File: src/rtl/exibe_sequencia_if.sv
// rtl/exibe_sequencia_if.sv - controller/ROM/LED bus of the sequence presenter
interface exibe_sequencia_if;
  logic       iniciar;
  logic       cancela;
  logic [3:0] rodada;
  logic [3:0] dado;
  logic [3:0] endereco;
  logic [3:0] leds;
  logic       exibindo;
  logic       pronto;
  logic [2:0] db_estado;
  logic [3:0] db_endereco;

  // Controller / ROM side: drives requests and ROM data, observes the display.
  modport master (
    output iniciar, cancela, rodada, dado,
    input  endereco, leds, exibindo, pronto, db_estado, db_endereco
  );

  // Presenter side.
  modport slave (
    input  iniciar, cancela, rodada, dado,
    output endereco, leds, exibindo, pronto, db_estado, db_endereco
  );
endinterface

File: src/rtl/exibe_sequencia.sv
// rtl/exibe_sequencia.sv - shows ROM entries 0..rodada on the leds, then pulses pronto
module exibe_sequencia #(
  parameter int T_ACESO   = 1000,
  parameter int T_APAGADO = 500,
  parameter int TW        = 12
) (
  input logic               clock,
  input logic               reset,
  exibe_sequencia_if.slave  bus
);

  typedef enum logic [2:0] {
    OCIOSO  = 3'd0,
    LE      = 3'd1,
    ACESO   = 3'd2,
    APAGADO = 3'd3,
    PROXIMO = 3'd4,
    FIM     = 3'd5
  } estado_t;

  localparam logic [TW-1:0] L_ACESO_FIM   = TW'(T_ACESO - 1);
  localparam logic [TW-1:0] L_APAGADO_FIM = TW'(T_APAGADO - 1);

  estado_t       r_estado;
  estado_t       w_prox_estado;
  logic [3:0]    r_endereco;
  logic [3:0]    w_prox_endereco;
  logic [3:0]    r_leds;
  logic [3:0]    w_prox_leds;
  logic [3:0]    r_limite;
  logic [3:0]    w_prox_limite;
  logic [TW-1:0] r_timer;
  logic [TW-1:0] w_prox_timer;

  // State and datapath registers; reset clears everything immediately.
  always_ff @(posedge clock or negedge reset) begin
    if (!reset) begin
      r_estado   <= OCIOSO;
      r_endereco <= 4'd0;
      r_leds     <= 4'd0;
      r_limite   <= 4'd0;
      r_timer    <= '0;
    end else begin
      r_estado   <= w_prox_estado;
      r_endereco <= w_prox_endereco;
      r_leds     <= w_prox_leds;
      r_limite   <= w_prox_limite;
      r_timer    <= w_prox_timer;
    end
  end

  // Next-state and next-register logic; cancela overrides every transition.
  always_comb begin
    w_prox_estado   = r_estado;
    w_prox_endereco = r_endereco;
    w_prox_leds     = r_leds;
    w_prox_limite   = r_limite;
    w_prox_timer    = r_timer;

    case (r_estado)
      OCIOSO: begin
        w_prox_leds     = 4'd0;
        w_prox_endereco = 4'd0;
        if (bus.iniciar) begin
          w_prox_limite = bus.rodada;
          w_prox_timer  = '0;
          w_prox_estado = LE;
        end
      end
      LE: begin
        // ROM output for the current address has settled by now.
        w_prox_leds   = bus.dado;
        w_prox_timer  = '0;
        w_prox_estado = ACESO;
      end
      ACESO: begin
        if (r_timer == L_ACESO_FIM) begin
          w_prox_leds   = 4'd0;
          w_prox_timer  = '0;
          w_prox_estado = APAGADO;
        end else begin
          w_prox_timer = r_timer + TW'(1);
        end
      end
      APAGADO: begin
        w_prox_leds = 4'd0;
        if (r_timer == L_APAGADO_FIM) begin
          w_prox_timer  = '0;
          w_prox_estado = PROXIMO;
        end else begin
          w_prox_timer = r_timer + TW'(1);
        end
      end
      PROXIMO: begin
        // Compare before incrementing so the address never wraps past 15.
        if (r_endereco == r_limite) begin
          w_prox_estado = FIM;
        end else begin
          w_prox_endereco = r_endereco + 4'd1;
          w_prox_estado   = LE;
        end
      end
      FIM: begin
        w_prox_endereco = 4'd0;
        w_prox_leds     = 4'd0;
        w_prox_estado   = OCIOSO;
      end
      default: begin
        w_prox_endereco = 4'd0;
        w_prox_leds     = 4'd0;
        w_prox_timer    = '0;
        w_prox_estado   = OCIOSO;
      end
    endcase

    if (bus.cancela) begin
      w_prox_estado   = OCIOSO;
      w_prox_endereco = 4'd0;
      w_prox_leds     = 4'd0;
      w_prox_timer    = '0;
      w_prox_limite   = r_limite;
    end
  end

  assign bus.endereco    = r_endereco;
  assign bus.leds        = r_leds;
  assign bus.exibindo    = (r_estado != OCIOSO);
  assign bus.pronto      = (r_estado == FIM);
  assign bus.db_estado   = r_estado;
  assign bus.db_endereco = r_endereco;

endmodule

File: src/flat_wrapper.sv
// flat-port wrapper written by rule: the top's interface ports become plain ports
module exibe_sequencia_flat 
#(
  parameter int T_ACESO   = 1000,
  parameter int T_APAGADO = 500,
  parameter int TW        = 12
)
  (clock, reset, bus_iniciar, bus_cancela, bus_rodada, bus_dado, bus_endereco, bus_leds, bus_exibindo, bus_pronto, bus_db_estado, bus_db_endereco);
  exibe_sequencia_if bus_i ();
  input logic clock;
  input logic reset;
  input wire logic [$bits(bus_i.iniciar)-1:0] bus_iniciar;
  input wire logic [$bits(bus_i.cancela)-1:0] bus_cancela;
  input wire logic [$bits(bus_i.rodada)-1:0] bus_rodada;
  input wire logic [$bits(bus_i.dado)-1:0] bus_dado;
  output wire logic [$bits(bus_i.endereco)-1:0] bus_endereco;
  output wire logic [$bits(bus_i.leds)-1:0] bus_leds;
  output wire logic [$bits(bus_i.exibindo)-1:0] bus_exibindo;
  output wire logic [$bits(bus_i.pronto)-1:0] bus_pronto;
  output wire logic [$bits(bus_i.db_estado)-1:0] bus_db_estado;
  output wire logic [$bits(bus_i.db_endereco)-1:0] bus_db_endereco;
  assign bus_i.iniciar = bus_iniciar;
  assign bus_i.cancela = bus_cancela;
  assign bus_i.rodada = bus_rodada;
  assign bus_i.dado = bus_dado;
  assign bus_endereco = bus_i.endereco;
  assign bus_leds = bus_i.leds;
  assign bus_exibindo = bus_i.exibindo;
  assign bus_pronto = bus_i.pronto;
  assign bus_db_estado = bus_i.db_estado;
  assign bus_db_endereco = bus_i.db_endereco;
  exibe_sequencia #(.T_ACESO(T_ACESO), .T_APAGADO(T_APAGADO), .TW(TW)) u_core (.clock(clock), .reset(reset), .bus(bus_i));
endmodule
File: config.mk
export PLATFORM = sky130hd
export DESIGN_NAME = exibe_sequencia_flat
export DESIGN_NICKNAME = d
export VERILOG_FILES = /design/src/rtl/exibe_sequencia_if.sv /design/src/rtl/exibe_sequencia.sv /design/src/flat_wrapper.sv
export SDC_FILE = /design/constraint.sdc
export NUM_CORES = 1
export LEC_CHECK = 0
export ABC_AREA = 1
export CAP_MARGIN = 20
export CORE_AREA = 4 4 63 65
export DETAILED_ROUTE_END_ITERATION = 12
export DIE_AREA = 0 0 67 69
export GPL_ROUTABILITY_DRIVEN = 1
export PLACE_DENSITY = 0.77
export REMOVE_ABC_BUFFERS = 1
export SYNTH_ARGS = -nofsm -noshare
export SYNTH_HDL_FRONTEND = slang
export SYNTH_SLANG_ARGS = --single-unit
File: constraint.sdc
create_clock -name clock -period 2.15 [get_ports clock]
set_input_delay 0.5375 -clock clock [delete_from_list [all_inputs] [get_ports clock]]
set_output_delay 0.5375 -clock clock [all_outputs]
set_load 0.005 [all_outputs]
==> results of run 1 <==
==> kinds of logic after synthesis <==
logic type	count (synthesis)
muxes	4
AOI/OAI and AO/OA	15
DFF	27
adders and majority gates	3
buffers and inverters	38
and+or+nand+nor	150
xor gates and xnor gates	8
==> flip-flops by register name, summed over array words and instances (netlist names) <==
| signal | cells |
|---|---|
| u_core.bus.db_endereco | 4 |
| u_core.r_timer | 12 |
| u_core.bus.db_estado | 3 |
| u_core.bus.leds | 4 |
| u_core.r_limite | 4 |
==> worst reg2reg max path, cell delays in order, from the launching register on <==
cell     delay (ns)
dfrtp_1        0.49
ha_1           0.22
nand2_1        0.06
nor2_1         0.13
nand3_1        0.18
a21oi_1        0.33
o21ai_0        0.13
==> per-layer routing <==
| layer | up-vias | GRT usage [%] | part of all wire, % |
|---|---|---|---|
| met5 | - | 0 | 0 |
| met4 | 0 | 4.279 | 1.2 |
| met3 | 4 | 2.597 | 6.2 |
| met2 | 49 | 26.31 | 43 |
| met1 | 713 | 27.45 | 50 |
| li1 | 827 | - | - |
==> layout make-up <==
type	count	area (µm²)	area share [%]
Tap cell	46	57.56	2.698
Timing Repair Buffer	33	322.8	15.13
Sequential cell	27	678.2	31.79
Clock inverter	1	7.507	0.3519
Multi-Input combinational cell	180	929.6	43.58
Clock buffer	3	22.52	1.056
Inverter	30	115.1	5.396
==> what timing repair did <==
action                     4_1_cts  5_1_grt
pin swaps                        0        1
setup endpoints to repair        1        2
resized for setup                3        3
cloned                           0        0
setup buffers                    1        2
==> cell usage in the layout, fill, tap and decap left out, types with 2 or more instances in the layout <==
master / instances
clkdlybuf4s50_1: 26
dfrtp_1: 25
dfrtp_2: 2
nor2_4: 2
nand2_1: 71
nor2_1: 28
nor3_1: 4
clkbuf_4: 3
ha_1: 3
nor3_2: 4
inv_2: 3
inv_1: 26
xor2_1: 4
a21oi_1: 6
nand4_1: 3
buf_4: 5
dlymetal6s2s_1: 2
o21ai_0: 7
nand3_1: 22
nand3b_1: 2
nor2_2: 7
mux2_2: 4
nand2_2: 4
xnor2_1: 4
==> through the flow <==
| step | util [%] | setup slack [ns] | TNS [ns] | cell area [µm²] |
|---|---|---|---|---|
| finish | 63.93 | 0.1857 | 0 | 2133 |
| global route | 63.93 | 0.1060 | 0 | 2133 |
| CTS | 63.14 | -0.03360 | -0.03360 | 2107 |
| detailed placement | 61.79 | 0.1180 | 0 | 2062 |
| global placement | 61.79 | 0.1487 | 0 | 2062 |
| floorplan | - | 0.7772 | 0 | 1709 |
==> power by group through the flow <==
stage | Clock [mW] | Combinational [mW] | Sequential (mW)
after global placement | 0 | 0.524 | 0.671
after global routing | 0.273 | 0.645 | 0.666
after detailed placement | 0 | 0.527 | 0.674
after CTS | 0.243 | 0.557 | 0.656
after floorplan | 0 | 0.336 | 0.661
final | 0.231 | 0.581 | 0.653
==> worst min path at each step <==
stage / startpoint / end / slack [ns]
after CTS: u_core.r_timer[10] / u_core.r_timer[10] / 0.54
after global routing: u_core.r_timer[10] / u_core.r_timer[10] / 0.56
after floorplan: reset / u_core.bus.db_endereco[0] / 0.24
final: u_core.r_timer[10] / u_core.r_timer[10] / 0.54
after global placement: u_core.r_timer[10] / u_core.r_timer[10] / 0.50
after detailed placement: u_core.r_timer[10] / u_core.r_timer[10] / 0.51
==> out/results.txt, run 1 <==
worst hold path stage count = 2
setup violators final = 0
Post-synth EDFFs = 0
first-pass GRT wire length = 6665 µm
syn avg cell area = 7.242 µm²
crit end category = output port
Port Buffers = 28
Slew HR = 72.85%
Synth top cells by count = nand2_1, nor2_1, dfrtp_1
Seq cells post-synth = 27
I/O Pins = 29
XOR/XNOR share of the synthesized area = 3.949%
Slew Viols, Final = 0
Synth Area in Simple Gates = 38.79%
placed insts = 313
cell depth of the worst setup path = 2
asr flop ratio synth = 100.0%
Detailed Routing Iterations Pass 1 = 4
post-route ant nets = 0
CP Max Fanout = 4
Cell variety after synth = 27
crit-path leading delay family = buffers and inverters
largest area contributor in the netlist = dfrtp_1
Synth Area in Compound Gates = 4.372%
outcome = complete, no violations
Psw = 0.5384 mW
initial antenna violation count = 0
Worst-Skew Late Latency = 0.33 ns
Syn. warnings = 0
final hold slack = 0.5432 ns
Cell Chain, Critical Path = buf_4 > clkdlybuf4s50_1
post-layout min period = 1.964 ns
clock network power share = 15.8%
worst slew pin tran = 0.4057 ns
period utilization = 91.36%
synthesized cell area = 1774 µm²
Die Ht = 69 µm
Fillers = 307
hpwl dp = 2949 µm
vias in the first global route = 1491
RD Place Congestion = 0.9070
Reg power frac = 44.6%
GRT Util Overall = 17.92%
max_cap viols = 0
Worst Hold Class = reg -> reg
fraction of synthesized area in multiplexers = 2.539%
Clock Skew = 0.004881 ns
final hold violation count = 0
CP arrival = 1.43 ns
Starting Density = 53.17%
worst path bufs/invs = 2
worst r2r path cells = 6
post-synthesis adder-cell area fraction = 2.116%
Comb power frac = 39.7%
post-synth top area share = 38.08%
sequential element share of the synthesized area = 38.08%
Synth Instances = 245
DRC = 0
most frequent cell after synthesis = nand2_1
Die ar. = 4623 µm²
clock sink count = 27
reg2reg start = u_core.r_timer[0]
Diodes inserted = 0
TritonCTS clock tree = done
cts hold-fix bufs = 0
Leakage = 0.9769 nW
Via density = 4.978
switching share of power = 36.74%
CP endpoint = bus_db_estado[1]
# H-tree levels = 1
clk root buf = clkbuf_4
starting DRC count in detailed routing = 153
Reg2Reg Setup Slack = 0.51 ns
Peak VDD IR = 493.9 µV
CP Launch Type = flop
Total Power = 1.466 mW
ys flop type = dfrtp_1
final wirelength = 3865 µm
Max Root-Sink Buffers = 2
RSZ-0062 raised after global routing = no
Area contributors post-synth = dfrtp_1, nand2_1, nand3_1, nor2_1, inv_1
WP data required = 1.61 ns
Layout area overhead = 20.24%
via count = 1593
DR WL/cell = 12.08 µm
Critical path origin = u_core.bus.db_estado[1]
global-route congestion overflow total = 0
row cnt = 21
largest net degree at the start of global routing = 28
non-filler cells in the finished layout = 320
fmax = 0.5091 GHz
chip width = 67 µm
largest family of logic cells by synthesized area = simple AND/OR/NAND/NOR gates
Crit Path Category = reg -> out
internal power = 0.9272 mW
CP max stage delay = 0.50 ns
core area = 3337 µm²
Num CTS Buffers = 3
RR Endpoint = u_core.bus.leds[0]
power per cell area = 687.0 nW/µm²
share of layout cells above drive strength 1 = 13.87%
Worst-path clk slew = 0.16 ns
CP max-delay cell = clkdlybuf4s50_1
nets = 290
No activity file was read; power rests on OpenSTA's default activity.
==> run 2, diff against run 1 <==
--- a/config.mk
+++ b/config.mk
@@ -13,6 +13,7 @@
 export GPL_ROUTABILITY_DRIVEN = 1
 export PLACE_DENSITY = 0.77
 export REMOVE_ABC_BUFFERS = 1
+export SLEW_MARGIN = 20
 export SYNTH_ARGS = -nofsm -noshare
 export SYNTH_HDL_FRONTEND = slang
 export SYNTH_SLANG_ARGS = --single-unit
==> results of run 2 <==
Same layout as run 1: the final DEF is identical, and so are final timing and power.
